File: config.mk
export PLATFORM = sky130hd
export DESIGN_NAME = fifo_rd_stream
export DESIGN_NICKNAME = d
export VERILOG_FILES = /design/src/rtl/fifo_rd_stream.sv
export SDC_FILE = /design/constraint.sdc
export NUM_CORES = 1
export LEC_CHECK = 0
export BUFFER_PORTS_ARGS = -buffer_cell sky130_fd_sc_hd__buf_2
export CAP_MARGIN = 15
export CORE_MARGIN = 2
export CORE_UTILIZATION = 53
export CTS_CLUSTER_SIZE = 28
export DETAILED_ROUTE_END_ITERATION = 12
export GPL_ROUTABILITY_DRIVEN = 0
export GPL_TIMING_DRIVEN = 0
export PLACE_DENSITY = 0.92
export SLEW_MARGIN = 20
export SYNTH_ARGS = -nofsm -noshare
export SYNTH_HDL_FRONTEND = slang
export SYNTH_SLANG_ARGS = --single-unit
File: constraint.sdc
create_clock -name clk -period 2.9 [get_ports clk]
set_input_delay 0.29 -clock clk [delete_from_list [all_inputs] [get_ports clk]]
set_output_delay 0.29 -clock clk [all_outputs]
set_load 0.01 [all_outputs]
File: src/rtl/fifo_rd_stream.sv
// -----------------------------------------------------------------------------
// fifo_rd_stream
//
// Pop-side adapter for a fifo1r1w instance. It drains the FIFO through its
// ren/rdata/empty port and presents the data as a valid/ready stream. A
// 2-entry output buffer (head e0 plus skid e1) sustains one beat per cycle.
// There is no combinational path from m_ready to fifo_ren.
//
// Parameters:
//   DWID        data width, must match the attached FIFO
//
// Ports:
//   clk         rising-edge clock
//   rst_n       asynchronous active-low reset
//   flush       synchronous discard of the buffered entries
//   fifo_empty  FIFO empty flag (registered inside the FIFO)
//   fifo_rdata  FIFO head data, valid whenever fifo_empty is low
//   fifo_ren    FIFO pop strobe, head is consumed at the rising edge
//   m_valid     stream data valid
//   m_ready     consumer accepts the current beat
//   m_data      stream data
//   beat_cnt    16-bit accepted-beat counter (only with FIFO_RD_CNT_EN)
//
// Optional feature macro: FIFO_RD_CNT_EN adds the beat_cnt port and counter.
// -----------------------------------------------------------------------------
module fifo_rd_stream #(
    parameter int DWID = 8
) (
    input  logic            clk,
    input  logic            rst_n,
    input  logic            flush,
    input  logic            fifo_empty,
    input  logic [DWID-1:0] fifo_rdata,
    output logic            fifo_ren,
    output logic            m_valid,
    input  logic            m_ready,
    output logic [DWID-1:0] m_data
`ifdef FIFO_RD_CNT_EN
    ,
    output logic [15:0]     beat_cnt
`endif
);

    // Occupancy encoding doubles as the state: EMPTY/ONE/TWO = number of
    // buffered entries.
    localparam logic [1:0] ST_EMPTY = 2'd0;
    localparam logic [1:0] ST_ONE   = 2'd1;
    localparam logic [1:0] ST_TWO   = 2'd2;

    logic [1:0]      cnt;
    logic [DWID-1:0] e0;
    logic [DWID-1:0] e1;
    logic            push;
    logic            pop;

    assign m_valid = (cnt != ST_EMPTY);
    assign m_data  = e0;
    assign pop     = m_valid & m_ready;

    // The pop strobe looks only at registered occupancy, the FIFO flag and
    // flush, never at m_ready. Because there is always room for one more
    // entry whenever cnt < 2, a stall can absorb at most one extra word.
    // rst_n is included so no entry is consumed while reset is held.
    assign fifo_ren = ~fifo_empty & ~flush & (cnt < ST_TWO) & rst_n;
    assign push     = fifo_ren;

    // Buffer state machine. A flush empties the buffer regardless of a
    // concurrent push/pop (push is already suppressed by flush). In ONE with
    // simultaneous push and pop the new word replaces the head directly, which
    // keeps the skid register idle during steady streaming.
    always_ff @(posedge clk or negedge rst_n) begin
        if (!rst_n) begin
            cnt <= ST_EMPTY;
            e0  <= '0;
            e1  <= '0;
        end else if (flush) begin
            cnt <= ST_EMPTY;
        end else begin
            case (cnt)
                ST_EMPTY: begin
                    if (push) begin
                        e0  <= fifo_rdata;
                        cnt <= ST_ONE;
                    end
                end
                ST_ONE: begin
                    if (push && pop) begin
                        e0 <= fifo_rdata;
                    end else if (push) begin
                        e1  <= fifo_rdata;
                        cnt <= ST_TWO;
                    end else if (pop) begin
                        cnt <= ST_EMPTY;
                    end
                end
                ST_TWO: begin
                    if (pop) begin
                        e0  <= e1;
                        cnt <= ST_ONE;
                    end
                end
                default: begin
                    cnt <= ST_EMPTY;
                end
            endcase
        end
    end

`ifdef FIFO_RD_CNT_EN
    logic [15:0] beat_q;

    // Counts every accepted beat, including one accepted during a flush
    // cycle. Only reset clears it; it wraps naturally at 16 bits.
    always_ff @(posedge clk or negedge rst_n) begin
        if (!rst_n) begin
            beat_q <= '0;
        end else if (pop) begin
            beat_q <= beat_q + 16'd1;
        end
    end

    assign beat_cnt = beat_q;
`endif

endmodule
After elaboration in Yosys (flattened, before gate mapping)
Index checks and enable logic that the tools add are counted.
{"block": "totals", "word_cells": 38, "regBits": 18}
{"block": "op_classes", "eq_ne": 9, "muxes": 11, "n_reduce_logical": 7, "n_lt_le_gt_ge": 1, "bitwise_logic": 7}
{"operator": "2-to-1 mux 8 bit", "n": 3}
{"operator": "one-hot mux 8 bit (3 select lines)", "n": 1}
{"operator": "2-to-1 mux 2 bit", "n": 6}
{"operator": "!= test 3 bit (second input constant)", "n": 3}
{"operator": "AND reduction 4 bit", "n": 2}
{"operator": "!= test 2 bit (second input constant)", "n": 3}
{"operator": "one-hot mux 2 bit (3 select lines)", "n": 1}
{"operator": "AND reduction 5 bit", "n": 1}
{"operator": "bitwise AND 1 bit", "n": 4}
{"operator": "!= test 4 bit (second input constant)", "n": 1}
{"operator": "inverter 1 bit", "n": 3}
{"operator": "nonzero test 3 bit", "n": 1}
{"operator": "equality test 2 x 1 -> 1 bit (second input constant)", "n": 1}
{"operator": "equality test 2 bit (second input constant)", "n": 1}
{"operator": "logical NOT 2 bit", "n": 1}
{"operator": "< comparator 2 bit (second input constant)", "n": 1}
{"operator": "nonzero test 2 bit", "n": 1}
{"operator": "logical AND 1 bit", "n": 1}

Longest topological paths before layout
{"block": "logic_depth", "ltp_word": 8, "mapped_depth": 5, "depth_no_buf": 4}

Worst setup path before layout
No wires, ideal clock.
{"block": "synth_path", "path_type": "register to register", "start": "register cnt[0]", "end": "register e0[1] (netlist: m_data[1])", "arrival_time_ns": 1.464, "setup_time_ns": 0.125, "path_slack_ns": 1.311, "required_time_ns": 2.775, "period_less_slack_ns": 1.589, "path_stages_with_launch": 5, "cell_sequence": "dfrtp_1 > nor2b_1 > or3_4 > a21oi_4 > mux2_2"}
{"block": "synth_between", "elab_chain_len": 6, "elab_cells_between_ends": 15}
{"item": "start: declaration", "line": "50", "source": "logic [1:0] cnt;"}
{"item": "start signal: assignment", "line": "73", "source": "cnt <= ST_EMPTY;"}
{"item": "start signal: assignment", "line": "77", "source": "cnt <= ST_EMPTY;"}
{"item": "start signal: assignment", "line": "83", "source": "cnt <= ST_ONE;"}
{"item": "< comparator 2 bit", "line": "64", "source": "assign fifo_ren = ~fifo_empty & ~flush & (cnt < ST_TWO) & rst_n;"}
{"item": "bitwise AND 1 bit (2 in series)", "line": "64"}
{"item": "logical AND 1 bit", "line": "87", "source": "if (push && pop) begin"}
{"item": "!= test 2 bit (no source line)"}
{"item": "AND reduction 5 bit (no source line)"}
{"item": "end signal: assignment", "line": "82", "source": "e0 <= fifo_rdata;"}
{"item": "end signal: assignment", "line": "88", "source": "e0 <= fifo_rdata;"}
{"item": "end: declaration", "line": "51", "source": "logic [DWID-1:0] e0;"}
Parallel ways exist; a longest one is shown, timed or not.
A chain may end at the register's enable or synchronous reset.

Worst setup path in the final report
{"block": "layout_path", "start": "input port rst_n", "end": "register e0[5] (netlist: m_data[5])"}
{"block": "layout_between", "elab_chain_len": 4, "elab_cells_between_ends": 5}
{"item": "start: declaration", "line": "30", "source": "input logic rst_n,"}
{"item": "bitwise AND 1 bit (*)", "line": "64"}
{"item": "logical AND 1 bit", "line": "87"}
{"item": "!= test 2 bit (no source line)"}
{"item": "AND reduction 5 bit (no source line) (*)"}
Mark *: on every way between the ends. The rest lies on a longest branch, timed or not.

==> impl_metrics.toml <==
[grt]
grt_pass1_wl_um = 2410
overflow = 0
grt_max_degree = 20
grt_pass1_vias = 545
antenna_found_initial = 0
gr-usage-all-layers = 0.173

[synth]
synth-seq-area-share = 0.540
ys_top_cells_by_area = "dfrtp_1 54%, mux2_2 31%, nor2b_1 2.2%, a21oi_4 1.9%, nand2b_4 1.6%"
synth_cells = 58
avgSynthCellArea_um2 = 14.4
yosys.area.top_type = "dfrtp_1"
synth_fp_nets = 71
ys_seq_elements = 18
synth_area_um2 = 835
ys_warn_count = 0
ys_types = 15
synth_top_area_share = 0.540

[power_and_ir_drop]
clock_power_share = 0.256
p_switching_mw = 0.142
ir_worst_vdd_uv = 363
swShare = 0.246
pwr_density_cell_mw_per_mm2 = 573
pwr-share-seq = 0.543
p_comb_frac = 0.200
power_leakage_nw = 0.490
cell_internal_pwr_mw = 0.436

[setup_path]
r2r-end = "m_data[5]"
endpoint = "m_data[5]"
crit_arrival_ns = 2.40
rrSetupSlack_ns = 1.16
critPathKind = "in -> reg"
r2r-start = "cnt[0]"
cp.required_ns = 3.07
cp-end-kind = "flip-flop"
critPathLaunch = "rst_n"
r2r_cells = 4
start_kind = "input pin"
cp_max_fo = 19

[floorplanning]
start_util = 0.561
die_h_um = 43.7
coreArea_mm2 = 0.00149
rows = 14
num_io_pins = 23
die_area_mm2 = 0.00191
die_width_um = 43.7

[sta]
holdWs_ns = 0.190
fin_crit_sh = 0.768
rsz0062_at_grt = "false"
clock-skew-final_ns = 0.00238
drv_slew = 0
setup_viol = 0
layout_min_cycle_time_ns = 2.23
fmax_ghz = 0.449
hold_viol = 0
tightest_slew_ns = 0.439
finalSetupTns_ns = 0
slew_headroom = 0.707

[layout]
final-instance-count-excl-fill = 101
drive_gt1_frac = 0.635
utilization = 0.679
area_delta_synth_final_pct = 21.1
diodes = 0
fin_nets = 99

[clocking]
h-tree-depth = 1
clk_latency_ns = 0.28
tritoncts = "built"
cts_sinks = 18
cts_buffers = 3
cts.repair.resized = 0
cts_root_buffer = "clkbuf_4"
clockBufferDepth = 2
clk_pin_slew_ns = 0.10

[route]
vias = 552
dr.pass1.iters = 1
wl_per_cell_um = 14.0
totalWireLength_um = 1420
drc = 0
drt_iter0_drc = 0
postRouteAntennaNets = 0
viasPerCell = 5.47

[placement]
portBuffers = 22
dpl.hpwl_um = 1070
dp_cells = 96

[status]
status = "completed"

[flow_run]
cap_violations = 0

[worst_hold_path]
hold_path.class = "in -> reg"
## worst min-delay path by stage
stage | startpoint | endpoint | slack (ns) | cells past startpoint
after CTS | m_ready | cnt[1] | 0.18 | 2
after global placement | rst_n | e1[2] | 0.25 | 1
after detailed placement | rst_n | m_data[0] | 0.26 | 1
after floorplan | rst_n | cnt[0] | -0.006 | 0
final | m_ready | cnt[1] | 0.19 | 2
after global routing | m_ready | cnt[1] | 0.19 | 2
## state kept, by name, summed over array words and instances, names as in the netlist
register / count
cnt: 2
e1: 8
m_data: 8
## synth_stat cells
cell type  count
nor2b_1        3
mux2_2        23
a21oi_1        1
mux2_1         1
a21oi_4        1
xor2_1         1
or3_4          1
o21ai_0        1
dfrtp_1       18
nand2b_4       1
nor3_1         2
buf_4          1
nor2_1         1
nand2_1        2
or2_2          1
## final cells by class
class,count,area [um2]
Clock buffer,4,36.3
Fill cell,103,478
Tap cell,16,20.0
Buffer,1,7.51
Timing Repair Buffer,23,120
Sequential cell,18,450
Multi-Input combinational cell,39,377
## timing repair
item                      4_1_cts  5_1_grt
buffers inserted                0        0
hold endpoints to repair       18        0
hold buffers                    1        0
## power groups by stage
stage	Sequential (mW)	Clock [mW]	Combinational, mW
floorplan	0.328	0	0.0552
global placement	0.316	0	0.112
detailed placement	0.320	0	0.117
CTS	0.315	0.154	0.118
global route	0.321	0.162	0.125
finish	0.314	0.148	0.116
## metrics by stage
| stage | instance area (um2) | total power, mW | worst slack [ns] |
|---|---|---|---|
| after floorplan | 835 | 0.384 | 1.31 |
| after global placement | 965 | 0.429 | 0.909 |
| after detailed placement | 965 | 0.438 | 0.860 |
| after CTS | 1010 | 0.588 | 0.637 |
| after global routing | 1010 | 0.609 | 0.552 |
| final | 1010 | 0.579 | 0.671 |
## critical path, stage by stage
cell and delay (ns):
dlygate4sd3_1 0.52, buf_2 0.38, nand2b_4 0.11, or3_4 0.39, a21oi_4 0.32, mux2_2 0.38
## kinds of logic after synthesis
family,after synthesis,synth area share
xor+xnor,1,0.0105
simple gates,11,0.0855
compound gates,3,0.0315
mux,24,0.324
flops,18,0.540
buf+inv,1,0.00900
## metal layers
layer | track usage | wire length (um)
met2 | 0.288 | 750
met3 | 0.0375 | 68
met1 | 0.224 | 593
met4 | 0.0545 | 4
met5 | 0 | 0
## layout by cell type, fill, tap and decap left out, drive strengths merged
cell type | Yosys | routed
a21oi | 2 | 2
buf | 1 | 23
clkbuf | 0 | 4
dfrtp | 18 | 18
dlygate4sd3 | 0 | 1
mux2 | 24 | 24
nand2 | 2 | 2
nand2b | 1 | 1
nor2 | 1 | 1
nor2b | 3 | 3
nor3 | 2 | 2
o21ai | 1 | 1
or2 | 1 | 1
or3 | 1 | 1
xor2 | 1 | 1
Power figures use the tool's default switching activity.
